**src/rtl/window_frame_sequencer.sv**
```systemverilog
// Frame sequencer ahead of the Hanning window stage: tags FIFO samples with in-frame index,
// marks SOP/EOP and holds off the FIFO until the FFT acknowledges. Optional: WINDOW_SEQ_FRAME_COUNT_EN.
module window_frame_sequencer #(
  parameter int W     = 16,
  parameter int N     = 1024,
  parameter int IDX_W = 10
) (
  input  logic             clk,
  input  logic             reset,
  input  logic             run,
  input  logic             abort,
  input  logic             fifo_valid,
  input  logic [W-1:0]     fifo_data,
  output logic             fifo_ready,
  input  logic             out_ready,
  output logic             out_valid,
  output logic [W-1:0]     out_sample,
  output logic [IDX_W-1:0] out_index,
  output logic             out_sop,
  output logic             out_eop,
  input  logic             frame_ack,
  output logic             busy,
  output logic             frame_done,
  output logic [15:0]      frame_count
);

  typedef enum logic [1:0] {IDLE, STREAM, WAIT_ACK} state_t;

  localparam logic [IDX_W-1:0] LAST = IDX_W'(N - 1);

  state_t           state;
  logic [IDX_W-1:0] idx;
  logic             xfer;

  assign fifo_ready = (state == STREAM) && (!out_valid || out_ready);
  assign xfer       = fifo_valid && fifo_ready;
  assign busy       = (state != IDLE);

  always_ff @(posedge clk) begin
    if (reset) begin
      state      <= IDLE;
      idx        <= '0;
      out_valid  <= 1'b0;
      out_sample <= '0;
      out_index  <= '0;
      out_sop    <= 1'b0;
      out_eop    <= 1'b0;
      frame_done <= 1'b0;
    end else if (abort) begin
      // Partial frame is dropped; last output payload is left as-is but invalidated.
      state      <= IDLE;
      idx        <= '0;
      out_valid  <= 1'b0;
      frame_done <= 1'b0;
    end else begin
      frame_done <= 1'b0;
      if (xfer) begin
        out_sample <= fifo_data;
        out_index  <= idx;
        out_sop    <= (idx == '0);
        out_eop    <= (idx == LAST);
        out_valid  <= 1'b1;
        idx        <= (idx == LAST) ? '0 : idx + IDX_W'(1);
      end else if (out_valid && out_ready) begin
        out_valid <= 1'b0;
      end

      case (state)
        IDLE:     if (run) state <= STREAM;
        STREAM:   if (xfer && idx == LAST) state <= WAIT_ACK;
        WAIT_ACK: if (frame_ack) begin
          frame_done <= 1'b1;
          state      <= run ? STREAM : IDLE;
        end
        default:  state <= IDLE;
      endcase
    end
  end

`ifdef WINDOW_SEQ_FRAME_COUNT_EN
  always_ff @(posedge clk) begin
    if (reset) begin
      frame_count <= '0;
    end else if (!abort && state == WAIT_ACK && frame_ack) begin
      frame_count <= frame_count + 16'd1;
    end
  end
`else
  assign frame_count = '0;
`endif

endmodule

```
**config.mk**
```make
export PLATFORM = sky130hd
export DESIGN_NAME = window_frame_sequencer
export DESIGN_NICKNAME = d
export VERILOG_FILES = /design/src/rtl/window_frame_sequencer.sv
export SDC_FILE = /design/constraint.sdc
export NUM_CORES = 1
export LEC_CHECK = 0
export ABC_AREA = 0
export BUFFER_PORTS_ARGS = -buffer_cell sky130_fd_sc_hd__buf_2
export CAP_MARGIN = 25
export CELL_PAD_IN_SITES_DETAIL_PLACEMENT = 0
export CELL_PAD_IN_SITES_GLOBAL_PLACEMENT = 1
export CORE_UTILIZATION = 34
export DETAILED_ROUTE_END_ITERATION = 16
export HOLD_SLACK_MARGIN = 0.12
export PLACE_DENSITY = 0.87
export SYNTH_ARGS = -nofsm -noshare
export SYNTH_HDL_FRONTEND = slang
export SYNTH_SLANG_ARGS = --single-unit
export TNS_END_PERCENT = 20
```
**constraint.sdc**
```tcl
create_clock -name clk -period 2.2 [get_ports clk]
set_input_delay 0.22 -clock clk [delete_from_list [all_inputs] [get_ports clk]]
set_output_delay 0.22 -clock clk [all_outputs]
set_load 0.005 [all_outputs]
```
# Word-level counts from Yosys, hierarchy flattened
# Cells that the tools add are included.
dict set report totals {
  regBits 42
  output_inout_bits 48
  input_bits 23
  word_cells 40
}
dict set report classes {
  n_eq_ne 6
  n_mux 9
  addsub 1
  bitwise_logic 2
  reduce_logical 14
}
# op count
set op_table {}
lappend op_table {{10-bit by 1-bit adder with 10-bit output (second input constant)} 1}
lappend op_table {{10-bit == test (second input constant)} 1}
lappend op_table {{10-bit logical NOT} 1}
lappend op_table {{10-bit two-way mux} 1}
lappend op_table {{2-bit two-way mux} 3}
lappend op_table {{2-bit one-hot mux with 3 select lines} 1}
lappend op_table {{1-bit logical AND} 4}
lappend op_table {{1-bit two-way mux} 4}
lappend op_table {{2-bit != test (second input constant)} 2}
lappend op_table {{2-bit nonzero test} 2}
lappend op_table {{3-bit AND reduction} 1}
lappend op_table {{3-bit OR reduction} 1}
lappend op_table {{2-bit by 1-bit == test with 1-bit output (second input constant)} 1}
lappend op_table {{2-bit == test (second input constant)} 1}
lappend op_table {{2-bit logical NOT} 1}
lappend op_table {{2-bit by 1-bit != test with 1-bit output (second input constant)} 1}
lappend op_table {{1-bit inverter} 2}
lappend op_table {{2-bit AND reduction} 1}
lappend op_table {{2-bit OR reduction} 1}
lappend op_table {{1-bit logical NOT} 1}
lappend op_table {{1-bit logical OR} 1}

# Depth between registers and ports, before layout
dict set report logic_depth {
  depth_word 7
  ltp_mapped 6
  mapped_depth_nobuf 5
}

# Worst setup path before layout
# OpenSTA, ideal clock, no wires.
dict set report synth_path {
  path_kind {register -> register}
  startpoint {register state[1]}
  endpoint {register idx[5]}
  path_buffers 1
  setup_time_ns 0.070
  stages_incl_launch_ff 6
  period_less_slack_ns 1.516
  arrival_time_ns 1.446
  t_required_ns 2.130
  setup_slack_ns 0.684
  cell_sequence {dfxtp_1 > nand2b_2 > or3_1 > buf_2 > or3_1 > a21oi_1}
}
dict set report synth_via {
  elab_chain_len 3
}
# element line
set synth_rtl {}
lappend synth_rtl {{start: declaration} 31} ;# state_t state;
lappend synth_rtl {{start signal: assignment} 73} ;# state <= run ? STREAM : IDLE;
lappend synth_rtl {{2-bit by 1-bit == test with 1-bit output} 35} ;# assign fifo_ready = (state == STREAM) && (!out_valid || out_ready);
lappend synth_rtl {{1-bit logical AND} 35}
lappend synth_rtl {{1-bit logical AND} 36} ;# assign xfer = fifo_valid && fifo_ready;
lappend synth_rtl {{end signal: assignment} 63} ;# idx <= (idx == LAST) ? '0 : idx + IDX_W'(1);
lappend synth_rtl {{end: declaration} 32} ;# logic [IDX_W-1:0] idx;
# Every way passes these cells.
# A chain may end at the register's enable or synchronous reset.

# Worst setup path after layout
dict set report layout_path {
  startpoint {register state[0]}
  endpoint {register idx[7]}
}
# The elaborated chain is that of the path after synthesis.

==> run metrics <==
status=completed; ranking of synthesized cells by area=dfxtp_1, nand2_1, a21oi_1, buf_4, nand4_1; Worst EP required=approximately 2.4 ns; Core Footprint=between 5000 and 6000 sq um; drt first pass iters=4; leakage=approximately 0.90 nW; # IOs=around 70; die height=between 70 and 80 um; Reg clk slew, reported paths=approximately 0.080 ns; Final Cycle Share=between 70 and 80%; Async S/R FF share, synth=0%; synth warn=0; Seq/Total Area, Yosys=approximately 46%; post-place setup slack=around 0.6 ns; vias post-DR=1,587; CP max stage delay=around 0.46 ns; Slowest-stage cell, CP=or3_1; initial core utilization=roughly 35%; routed wire length=between 3000 and 4000 um; Syn Area/Cell=between 8 and 9 sq um; Fin. Hold Viols=0; Cell variety after synth=34; total of max-cap violations=0; Final WS setup=0.593 ns; pin count of the biggest net entering global routing=30; area occupied by registers=841 sq um; CTS tree=built; Achievable Freq=about 620 MHz; Syn-to-layout area delta=21.7%; number of vias per cell=4.59; R2R cell count=4; hold-fix buffers at CTS=0; WP depth=4; CTS root buffer=clkbuf_8; share of layout cells above drive strength 1=25.7%; crit path capture type=flop; flop-to-flop setup slack=0.59 ns; Final Net Count=300; starting DRC count in detailed routing=66; VDD IR max=248 uV; post-synthesis cell area=1820 sq um; kind of critical path=reg -> reg; DRT antenna net count=0; number of synthesized flops with an enable pin=0; Multi-input gate area=837 sq um; Antenna Cells=0; clock buffer count from CTS=5; Filler cells=~560; Cells after Synth=224; Synth area leader=dfxtp_1; skew final=around 0.007 ns; # Post-CTS Setup Buffers=0; routability cong.=about 0.83; register bit total from synthesis=42; setup tns final=0 ns; Clk Latency, worst-skew pair=between 0.2 and 0.3 ns; Hold Crit Depth=3; CP Cell Sequence=nand2b_2, or3_1, or3_1, a21oi_1; Hold Crit Class=in -> reg; crit start category=flop; WP buf/inv=0; Cell Pwr Density=roughly 700 nW/um^2; top-area cell type share of the netlist area=a little under half; initial antenna violation count=0; first-pass GRT wire length=roughly 6200 um; gr ovfl total=0; post-layout min period=1.61 ns; htree depth=2; RSZ-0062 raised after global routing=no; synth cell count leaders=nand2_1, dfxtp_1, a21oi_1; Total Power=between 1.5 and 2 mW; top-count cell post-synth=nand2_1; post-cts gate resize count=0; hpwl dp=~2600 um; setup violators final=0; Total GRT Usage=14.3%; Port-buffer cells=54; CP dominant cell by count=or3_1; vias in the first global route=approximately 1,400; Final Max Slew Viols=0; WL per Instance=10.7 um; largest delay contributor family on the critical path=simple AND/OR/NAND/NOR gates; crit path DAT=roughly 1.8 ns; die width=75.1 um; Worst Path Max Fanout=8; row cnt=26; DIE AREA=approximately 5600 sq um; Max clock buf depth=2; top_reg_cell synth=dfxtp_1; clock sinks=42; Remaining DRCs=0
==> metrics by stage <==
step                area (sq um)  utilization [%]  instances  hold slack, ns
global placement            2070             40.3        338           0.439
detailed placement          2070             40.3        338           0.443
CTS                         2210             43.0        346           0.147
floorplan                   1870                -        239           0.338
finish                      2210             43.0        346           0.154
global route                2210             43.0        346           0.142
==> worst register-to-register path, cell delays in order (launching register included) <==
cell and delay (ns):
dfxtp_1 0.43, nand2b_2 0.14, or3_1 0.46, or3_1 0.38, a21oi_1 0.14
==> final timing paths <==
kind               endpoint          start
max                  idx[7]       state[0]
max reg2reg          idx[7]       state[0]
min          out_sample[10]  fifo_data[10]
min reg2reg   out_sample[1]  out_sample[1]
==> sequential cells by signal, summed over array words and instances, names as in the netlist <==
signal      cells
out_eop         1
frame_done      1
out_sample     16
out_valid       1
out_sop         1
idx            10
state           2
out_index      10
==> cells by family (layout without fill, tap and decap cells) <==
kind of cell | after synthesis | in the layout | share of synthesized area (%)
compound gates | 42 | 42 | 11.8
other cells | 1 | 16 | 0.206
flops | 42 | 42 | 46.3
fa+ha+maj | 2 | 2 | 1.38
buf+inv | 32 | 69 | 10.7
simple gates | 101 | 101 | 27.7
xor+xnor | 4 | 4 | 1.93
==> per-layer routing <==
layer	wire [um]	GRT usage [%]
met5	0	0
met4	14	5.45
met3	195	3.61
met2	1680	22.0
met1	1810	19.2
==> cells in the final DEF (no fill, tap or decap), drive strengths merged, types with 3 or more instances in the layout <==
cell     n
a21oi   35
buf     57
clkbuf   5
conb    16
dfxtp   42
inv      4
nand2   58
nand4   10
nor2     7
nor4     3
o21ai    6
or2      4
or3      5
==> report_power, final <==
part / switching (mW) / internal (mW) / leakage (nW)
Combinational: 0.0494 / 0.0324 / 0.489
Clock: 0.268 / 0.455 / 0.0683
Sequential: 0.00435 / 0.766 / 0.339
==> area by class of cell <==
type,instances,area share (%)
well taps,70,3.96
inverters,4,0.679
flip-flops and latches,42,38.0
repair buffers,57,13.2
clock inverters,3,3.11
multi-input cells,165,37.9
clock buffers,5,3.11
Power figures use the tool's default switching activity.
